## src/rtl/prio_arbiter.sv

```systemverilog
// prio_arbiter: N-way request arbiter with a registered grant and a
// valid/ready handshake. Arbitration searches downward from a priority
// pointer, wrapping from index 0 to N-1; the first set request bit wins.
//
// Configuration macro: PRIO_ARBITER_RR_MODE_EN
//   undefined (default) : fixed priority, pointer tied to N-1 (highest index wins)
//   defined             : round-robin, pointer moves to (winner-1) mod N after
//                         every completed handshake
module prio_arbiter #(
  parameter  int N = 8,
  localparam int W = $clog2(N)
) (
  input  logic         clk,
  input  logic         rst_n,
  input  logic [N-1:0] in,
  input  logic         ready,
  output logic [W-1:0] out,
  output logic [N-1:0] onehot,
  output logic         valid
);

  typedef enum logic {
    IDLE  = 1'b0,
    OFFER = 1'b1
  } state_t;

  state_t       state;
  state_t       state_next;
  logic [W-1:0] out_next;
  logic [N-1:0] onehot_next;
  logic [W-1:0] arb_ptr;
  logic [W-1:0] winner;
  logic [W-1:0] idx;
  logic         found;
  logic         handshake;

  assign valid     = (state == OFFER);
  assign handshake = valid & ready;

`ifdef PRIO_ARBITER_RR_MODE_EN
  logic [W-1:0] ptr;
  logic [W-1:0] ptr_after;

  // Priority drops to just below the index being accepted this cycle.
  assign ptr_after = (out == '0) ? W'(N - 1) : out - 1'b1;

  // Round-robin pointer: advances only on a completed handshake.
  // NOTE: sequential state is assigned with <= so every flop samples the
  // pre-edge values of its inputs, independent of block ordering.
  always_ff @(posedge clk or negedge rst_n) begin
    if (!rst_n) begin
      ptr <= W'(N - 1);
    end else if (handshake) begin
      ptr <= ptr_after;
    end
  end

  // Re-arbitration in the handshake edge must already see the updated pointer.
  assign arb_ptr = handshake ? ptr_after : ptr;
`else
  // Fixed priority: the search always starts at the highest index.
  assign arb_ptr = W'(N - 1);
`endif

  // Downward wrapping search from arb_ptr; index never leaves 0..N-1.
  always_comb begin
    winner = '0;
    found  = 1'b0;
    idx    = arb_ptr;
    for (int i = 0; i < N; i++) begin
      if (!found && in[idx]) begin
        winner = idx;
        found  = 1'b1;
      end
      idx = (idx == '0) ? W'(N - 1) : idx - 1'b1;
    end
  end

  // Next-state and next-grant logic for the IDLE/OFFER handshake FSM.
  // NOTE: every signal written here gets a default first, so no path leaves
  // one unassigned and no latch is inferred.
  always_comb begin
    state_next  = state;
    out_next    = out;
    onehot_next = onehot;
    case (state)
      IDLE: begin
        onehot_next = '0;
        if (|in) begin
          state_next          = OFFER;
          out_next            = winner;
          onehot_next[winner] = 1'b1;
        end
      end
      OFFER: begin
        if (ready) begin
          onehot_next = '0;
          if (|in) begin
            out_next            = winner;
            onehot_next[winner] = 1'b1;
          end else begin
            state_next = IDLE;
          end
        end
      end
      default: begin
        state_next  = IDLE;
        onehot_next = '0;
      end
    endcase
  end

  // State and registered grant; reset drops any pending grant at once.
  always_ff @(posedge clk or negedge rst_n) begin
    if (!rst_n) begin
      state  <= IDLE;
      out    <= '0;
      onehot <= '0;
    end else begin
      state  <= state_next;
      out    <= out_next;
      onehot <= onehot_next;
    end
  end

endmodule
```

## config.mk

```make
export PLATFORM = sky130hd
export DESIGN_NAME = prio_arbiter
export DESIGN_NICKNAME = d
export VERILOG_FILES = /design/src/rtl/prio_arbiter.sv
export SDC_FILE = /design/constraint.sdc
export NUM_CORES = 1
export LEC_CHECK = 0
export ABC_CLOCK_PERIOD_IN_PS = 1110
export CORE_UTILIZATION = 36
export DETAILED_ROUTE_END_ITERATION = 16
export GPL_TIMING_DRIVEN = 1
export PLACE_DENSITY = 0.74
export SLEW_MARGIN = 20
export SYNTH_ARGS = -nofsm -noshare
export SYNTH_HDL_FRONTEND = slang
export SYNTH_SLANG_ARGS = --single-unit
```

## constraint.sdc

```tcl
create_clock -name clk -period 1.11 [get_ports clk]
set_input_delay 0.1665 -clock clk [delete_from_list [all_inputs] [get_ports clk]]
set_output_delay 0.1665 -clock clk [all_outputs]
set_load 0.01 [all_outputs]
```

==> results of run 1 <==
-- state kept, by name (all words and copies together) (netlist names) --
| name | flops |
|---|---|
| valid | 1 |
| onehot | 8 |
| out | 3 |
-- kinds of logic (layout without fill, tap and decap cells) --
group,Yosys count,after routing,synth area share
AOI/OAI and AO/OA,12,12,0.166
buffers and inverters,4,53,0.0265
DFF,12,12,0.530
muxes,2,2,0.0441
and+or+nand+nor,24,24,0.234
-- layout by cell type, fill, tap and decap left out, types with 2 or more instances in the layout --
master            n
buf_4            22
nand2_1          12
dfrtp_1          12
clkdlybuf4s15_1   9
o31ai_1           4
dlygate4sd2_1     4
inv_1             3
clkbuf_4          3
nand2_2           2
clkdlybuf4s50_1   2
buf_8             2
buf_2             2
clkbuf_2          2
buf_6             2
-- power by group through the flow --
stage | Sequential (uW) | Combinational (uW) | Clock, uW
after detailed placement | 477 | 222 | 0
after global routing | 472 | 245 | 381
after floorplan | 487 | 56.4 | 0
final | 468 | 226 | 352
after global placement | 477 | 219 | 0
after CTS | 469 | 215 | 361
-- area by class of cell --
cell class	count	area [um2]	share of cell area
multi-input combinational	38	295	0.280
clock buffer	4	36.3	0.0344
sequential	12	300	0.284
inverter	3	11.3	0.0107
timing repair buffer	46	394	0.373
tap	15	18.8	0.0178
-- synth_stat cells, drive strengths merged --
cell type	instances
nand2	14
nand4b	1
o221a	1
nand3	1
nor4	1
o31ai	6
clkbuf	1
nor3b	1
a21oi	1
or4	1
o32a	1
inv	3
o31a	1
nand3b	1
dfrtp	12
nor2	2
o21ai	1
mux2	1
nor2b	1
nand2b	1
a211o	1
mux2i	1
-- metrics by stage --
stage,power [uW],setup slack (ns),hold slack (ns),utilization
after floorplan,543,-0.167,-0.129,-
after global placement,696,-0.626,0.451,0.683
after detailed placement,699,-0.674,0.455,0.683
after CTS,1040,-0.00220,0.179,0.733
after global routing,1100,-0.0740,0.191,0.764
final,1050,-0.0256,0.177,0.764
-- how the worst max path moves through the flow --
stage	startpoint	to	slack, ns	cells after the start
after CTS	in[7]	valid$_DFF_PN0_	-0.002	5
after global routing	valid$_DFF_PN0_	out[0]$_DFFE_PN0P_	-0.07	4
after floorplan	in[4]	out[1]$_DFFE_PN0P_	-0.17	4
after global placement	in[4]	out[1]$_DFFE_PN0P_	-0.63	5
final	valid$_DFF_PN0_	out[1]$_DFFE_PN0P_	-0.03	3
after detailed placement	in[4]	out[1]$_DFFE_PN0P_	-0.67	5
-- critical path, stage by stage, from the launching register on --
cell      delay [ns]
dfrtp_1         0.44
nand2b_4        0.11
o31a_1          0.18
mux2_4          0.30
-- routing by layer --
metal	wire (um)	global-route usage
met3	84	0.0739
met4	0	0.0452
met5	0	0
met2	757	0.353
met1	729	0.253
-- repair_timing --
action                     4_1_cts  5_1_grt
pin swaps                        6        4
setup endpoints to repair       21       13
setup buffers                    4        2
resized for setup               50       13
==> results.json, run 1 <==
{
  "grt_usage": 0.208,
  "vias_per_cell": 4.96,
  "place.gp.congestion": 0.792,
  "yosysTopAreaCell": "dfrtp_1",
  "cts_buffer_depth": 2,
  "portBuffers": 22,
  "antenna_found_initial": 0,
  "drive_gt1_frac": 0.447,
  "clock.fmax_ghz": 0.881,
  "clkLatencyLatePin_ns": 0.28,
  "finalHoldViolCount": 0,
  "r2r_cells": 3,
  "wirelength_mm": 1.57,
  "synth_seq_area_share": 0.530,
  "maxSlewViolCount": 0,
  "worst_slack_ns": -0.0256,
  "grt_pass1_wl_mm": 2.72,
  "dp_hpwl_mm": 1.09,
  "regToRegSetupSlack_ns": -0.03,
  "crit_type": "flop to flop",
  "path_clk_slew_ns": 0.08,
  "fin_skew_ns": 0.0101,
  "end_kind": "flop",
  "drv_cap": 0,
  "yosys_register_bits": 12,
  "root_buffer": "clkbuf_4",
  "crit_arrival_ns": 1.31,
  "max_slew_margin": 0.790,
  "tightest_slew_ns": 0.313,
  "clock-sinks": 12,
  "ys_types": 23,
  "p_comb_frac": 0.216,
  "synth.area.top_cells": "dfrtp_1, nand2_1, o31ai_1, nor4_4, mux2_4",
  "synth_fp_nets": 65,
  "die_h_um": 41.7,
  "yosys.area.top_type_share": 0.530,
  "outcome": "finished, violations left",
  "worstPathRequired_ns": 1.28,
  "vias": 585,
  "final_area_mm2": 0.00106,
  "start_util": 0.410,
  "tns_ns": -0.0676,
  "vdd_ir_drop_max_uv": 862,
  "swShare": 0.252,
  "die_width_um": 41.7,
  "r2r-start": "valid$_DFF_PN0_",
  "n_antenna_cell": 0,
  "grt_max_degree": 13,
  "dr.pass1.iters": 4,
  "timing.final.crit_share": 1.02,
  "cts_max_level": 1,
  "p_int_uw": 783,
  "cellPowerDensity_mw_per_mm2": 991,
  "grt_pass1_vias": 577,
  "fin_nets": 115,
  "wl_per_cell_um": 13.3,
  "cp-start-kind": "flop",
  "pin_count": 23,
  "dp_cells": 108,
  "dieArea_mm2": 0.00174,
  "p_clk_frac": 0.336,
  "p_leak_uw": 0.000522,
  "violations": "setup timing",
  "pwr-share-seq": 0.447,
  "cts_hold_buf": 0,
  "n_fill_cell": 92,
  "drt.antenna.violating_nets": 0,
  "finalSetupViolCount": 3,
  "ys_warn_count": 0,
  "hp-class": "primary input to async pin",
  "final_cells": 118,
  "coreArea_mm2": 0.00138,
  "p_switching_uw": 263,
  "fp-row-count": 13,
  "syn-instance-count": 54,
  "tritoncts": "yes",
  "netlist_area_um2": 567,
  "worstReg2RegEnd": "out[1]$_DFFE_PN0P_",
  "finalCriticalPeriod_ns": 1.14,
  "drt_iter0_drc": 2,
  "postSynthAreaPerCell_um2": 10.5,
  "rsz0062_at_grt": "true",
  "overflow": 0,
  "drc": 0,
  "syn2layout_area_growth_pct": 86.3,
  "cp_max_fo": 3,
  "placed_cell_area_um2": 945,
  "cts_buffers": 3
}
Note: power is estimated with default switching activity, not from simulation.
==> run 2: changes to the inputs <==
- GPL_TIMING_DRIVEN: 1 -> 0
- REMOVE_ABC_BUFFERS: not set -> 1
==> run 2 against run 1 <==
  * The run still ends with setup timing left
  * Setup slack worse by 0.032 ns
  * Largest cell class unchanged
  * Critical endpoint unchanged
  * Worst hold slack got worse by 0.034 ns
  * Combinational power shrank 11%
  * Sequential share of layout area rose by 2.7 points
==> results.json, run 2 (same netlist as run 1, synthesis figures left out) <==
{
  "grt_usage": 0.199,
  "r2r_cells": 3,
  "rsz0062_at_grt": "true",
  "fin_skew_ns": 0.00395,
  "antenna_found_initial": 0,
  "dieArea_mm2": 0.00174,
  "tritoncts": "yes",
  "drv_cap": 0,
  "largest-register": "onehot",
  "finalSetupViolCount": 4,
  "regToRegSetupSlack_ns": -0.06,
  "finalHoldViolCount": 0,
  "cp-start-kind": "flop",
  "largest_reg_flops": 8,
  "pin_count": 23,
  "worstHoldStart": "in[5]",
  "wl_per_cell_um": 14.4,
  "power_uw": 940,
  "path_clk_slew_ns": 0.07,
  "overflow": 0,
  "drc": 0,
  "coreArea_mm2": 0.00138,
  "whs_ns": 0.143,
  "violations": "setup timing",
  "place.gp.congestion": 0.769,
  "worstPathRequired_ns": 1.27,
  "timing.final.crit_share": 1.05,
  "clkLatencyLatePin_ns": 0.28,
  "dr.pass1.iters": 5,
  "drt_iter0_drc": 9,
  "crit_arrival_ns": 1.33,
  "root_buffer": "clkbuf_4",
  "cp_max_fo": 4,
  "hold_end": "onehot[5]$_DFFE_PN0N_",
  "multi_input_area_um2": 288,
  "syn2layout_area_growth_pct": 70.2,
  "vias_per_cell": 5.50,
  "vdd_ir_drop_max_uv": 565,
  "grt_max_degree": 13,
  "finalCriticalPeriod_ns": 1.17,
  "worstReg2RegEnd": "out[1]$_DFFE_PN0P_",
  "mostFrequentLayoutCell": "nand2_1",
  "maxSlewViolCount": 0,
  "grt_pass1_wl_mm": 2.51,
  "cts_buffer_depth": 2,
  "min_path_cells": 3,
  "clock.fmax_ghz": 0.856,
  "vias": 589,
  "final_cell_mix": "nand2_1, dfrtp_1, buf_4",
  "p_leak_uw": 0.000462,
  "outcome": "finished, violations left",
  "n_antenna_cell": 0,
  "cellPowerDensity_mw_per_mm2": 974,
  "end_kind": "flop",
  "die_h_um": 41.7,
  "tightest_slew_ns": 0.559,
  "portBuffers": 22,
  "grt_pass1_vias": 558,
  "seq_area_um2": 300,
  "max_slew_margin": 0.626,
  "clock-sinks": 12,
  "wirelength_mm": 1.54,
  "fin_nets": 105,
  "drt.antenna.violating_nets": 0,
  "start_util": 0.410,
  "crit_type": "flop to flop",
  "drive_gt1_frac": 0.337,
  "cts_max_level": 1,
  "die_width_um": 41.7,
  "r2r-start": "valid$_DFF_PN0_",
  "cts_hold_buf": 0,
  "cts_buffers": 3,
  "worst_slack_ns": -0.0577,
  "n_fill_cell": 108,
  "fp-row-count": 13,
  "crit_start": "valid$_DFF_PN0_",
  "dp_hpwl_um": 879,
  "hp-class": "primary input to flop"
}
[run 2: repair_timing]
action	in CTS	in global routing
buffers inserted	10	4
gates resized for setup	45	16
pin swaps	6	2
endpoints found under the setup margin	24	18
hold endpoints to repair	0	0
[run 2: worst max-delay path, stage by stage (launching register included)]
cell and delay (ns):
dfrtp_1 0.43, nand2b_4 0.11, o31a_1 0.20, mux2_4 0.31
[run 2: metal layers]
layer  global-route usage  vias to the layer above  wire [um]
met3               0.0565                        8         77
met2                0.303                       26        733
li1                     -                      276          -
met5                    0                        -          0
met1                0.241                      279        681
met4                0.135                        0         44
[run 2: power breakdown]
group	internal (uW)	switching, uW
Sequential	457	11.0
Combinational	107	94.4
Clock	126	144
[run 2: final cells by class]
class,instances,share of cell area
flip-flops and latches,12,0.311
multi-input cells,38,0.298
repair buffers,36,0.336
well taps,15,0.0195
inverters,3,0.0117
clock buffers,3,0.0233
[run 2: worst max path at each step]
stage,end,cells past startpoint
finish,out[1]$_DFFE_PN0P_,3
global placement,out[1]$_DFFE_PN0P_,5
CTS,out[1]$_DFFE_PN0P_,3
detailed placement,out[1]$_DFFE_PN0P_,5
floorplan,out[1]$_DFFE_PN0P_,4
global route,out[1]$_DFFE_PN0P_,3
[run 2: through the flow]
step	setup TNS, ns	util	cells	setup WS, ns	instance area (um2)
5_1_grt	-0.300	0.698	107	-0.0787	965
2_1_floorplan	-0.696	-	53	-0.169	563
3_3_place_gp	-6.07	0.580	90	-0.805	802
3_5_place_dp	-6.25	0.580	90	-0.804	802
4_1_cts	-0.0738	0.652	103	-0.0381	902
6_report	-0.156	0.698	107	-0.0577	965
==> run 3: changes to the inputs <==
- CTS_BUF_LIST: not set -> sky130_fd_sc_hd__clkbuf_16
- HOLD_SLACK_MARGIN: not set -> 0.05
==> run 3 against run 2 <==
  * The run still ends with setup timing left
  * Fmax shrank 1.5%
  * First-iteration DRC count up 22%
  * Utilization up 2.4 points
  * Via count decreased by 7.0%
  * Largest power group is now the clock network
  * Final cell count fell by 1.9%
  * Critical path depth increased by 2
  * Wire length increased by 4.4%
==> results.json, run 3 (same netlist as run 1, synthesis figures left out) <==
{
  "p_int_uw": 1030,
  "tritoncts": "yes",
  "path_clk_slew_ns": 0.04,
  "syn2layout_area_growth_pct": 75.9,
  "crit_start": "in[7]",
  "fin_skew_ns": 0.000602,
  "drt_iter0_drc": 11,
  "worstHoldStart": "in[5]",
  "pwr-share-seq": 0.355,
  "swShare": 0.220,
  "place.gp.congestion": 0.769,
  "critPathSlowestCell": "mux2_4",
  "cts_buffer_depth": 2,
  "vias_per_cell": 5.22,
  "vias": 548,
  "maxSlewViolCount": 0,
  "max_stage_delay_ns": 0.31,
  "p_switching_uw": 291,
  "regToRegSetupSlack_ns": -0.06,
  "timing.final.crit_share": 1.07,
  "overflow": 0,
  "grt_pass1_vias": 493,
  "root_buffer": "clkbuf_16",
  "drive_gt1_frac": 0.344,
  "die_width_um": 41.7,
  "drv_cap": 0,
  "finalSetupViolCount": 3,
  "rsz0062_at_grt": "true",
  "cts_max_level": 1,
  "outcome": "finished, violations left",
  "final_cell_mix": "dlygate4sd2_1, nand2_1, dfrtp_1, buf_4, o31ai_1",
  "crit_arrival_ns": 1.31,
  "min_path_cells": 3,
  "p_comb_frac": 0.152,
  "tns_ns": -0.168,
  "p_leak_uw": 0.000512,
  "cellPowerDensity_mw_per_mm2": 1320,
  "cts_hold_buf": 0,
  "path_cells": "buf_8 > nor4_4 > nand2_2 > o31a_1 > mux2_4",
  "clock.fmax_ghz": 0.844,
  "finalHoldViolCount": 0,
  "wl_per_cell_um": 15.3,
  "max_slew_margin": 0.635,
  "place_ws_ns": -0.804,
  "grt_usage": 0.193,
  "clock-sinks": 12,
  "r2r-start": "valid$_DFF_PN0_",
  "start_util": 0.410,
  "drc": 0,
  "wirelength_mm": 1.60,
  "cts_buffers": 3,
  "dr.pass1.iters": 3,
  "dp_hpwl_um": 879,
  "pin_count": 23,
  "end_kind": "flop",
  "worstPathRequired_ns": 1.23,
  "hp-class": "primary input to flop",
  "cp_max_fo": 4,
  "worstReg2RegEnd": "valid$_DFF_PN0_",
  "antenna_found_initial": 0,
  "n_fill_cell": 103,
  "cp-start-kind": "primary input",
  "fin_nets": 103,
  "hold_end": "onehot[5]$_DFFE_PN0N_",
  "worst_slack_ns": -0.0755,
  "vdd_ir_drop_max_uv": 897,
  "dieArea_mm2": 0.00174,
  "n_antenna_cell": 0,
  "r2r_cells": 2,
  "die_h_um": 41.7,
  "largest-register": "onehot",
  "grt_pass1_wl_mm": 2.42,
  "grt_max_degree": 13,
  "drt.antenna.violating_nets": 0,
  "tightest_slew_ns": 0.547,
  "portBuffers": 22,
  "mostFrequentLayoutCell": "dlygate4sd2_1",
  "finalCriticalPeriod_ns": 1.19,
  "clkLatencyLatePin_ns": 0.24,
  "p_clk_frac": 0.492,
  "coreArea_mm2": 0.00138,
  "violations": "setup timing",
  "fp-row-count": 13,
  "crit_type": "primary input to flop",
  "largest_reg_flops": 8
}
-- run 3: changes by cell type in the layout (fill, tap and decap cells not counted), sizes merged --
cell / delta
dlygate4sd2: +10
buf: -3
clkdlybuf4s50: -2
clkdlybuf4s15: -10
dlymetal6s2s: +2
clkbuf: +1
-- run 3: final cells by class --
type	count	area, um2	area share
Tap cell	15	18.8	0.0188
Timing Repair Buffer	34	290	0.291
Multi-Input combinational cell	38	302	0.302
Inverter	3	11.3	0.0113
Sequential cell	12	300	0.301
Clock buffer	3	75.1	0.0753
-- run 3: worst max-delay path: cells and delay by family --
kind                   cells  cell delay [ns]
AO/OA/AOI/OAI              1             0.30
buffers and inverters      1             0.10
multiplexers               1             0.31
AND/OR/NAND/NOR            2             0.43
-- run 3: routing by layer --
metal | share of wire | global-route usage | routed length (um) | up-vias
met5 | 0 | 0 | 0 | -
met4 | 0.013 | 0.0968 | 21 | 0
met3 | 0.035 | 0.0696 | 56 | 2
met2 | 0.48 | 0.266 | 764 | 13
met1 | 0.47 | 0.263 | 760 | 262
li1 | - | - | - | 271
-- run 3: what timing repair did --
action,CTS,global route
pin swaps,7,4
resized for setup,43,9
setup buffers,10,2
endpoints found under the setup margin,24,7
-- run 3: per-stage QoR --
step	power, uW	hold slack [ns]	utilization	std cells	area (um2)
finish	1320	0.189	0.721	105	997
floorplan	540	-0.129	-	53	563
global route	1370	0.194	0.721	105	997
CTS	1300	0.192	0.687	103	950
detailed placement	650	0.455	0.580	90	802
global placement	648	0.450	0.580	90	802
-- run 3: how the worst max path moves through the flow --
stage                                    end  slack [ns]  cells after the start
after floorplan           out[1]$_DFFE_PN0P_       -0.17                      4
after global placement    out[1]$_DFFE_PN0P_       -0.80                      5
after detailed placement  out[1]$_DFFE_PN0P_       -0.80                      5
final                     out[1]$_DFFE_PN0P_       -0.08                      5
after global routing      out[1]$_DFFE_PN0P_       -0.14                      5
after CTS                 out[1]$_DFFE_PN0P_       -0.08                      5
-- run 3: power by group through the flow --
stage,Sequential [uW],Combinational (uW),Clock [uW]
global placement,476,172,0
global route,472,216,680
CTS,470,184,645
finish,469,201,650
floorplan,487,53.7,0
detailed placement,476,173,0
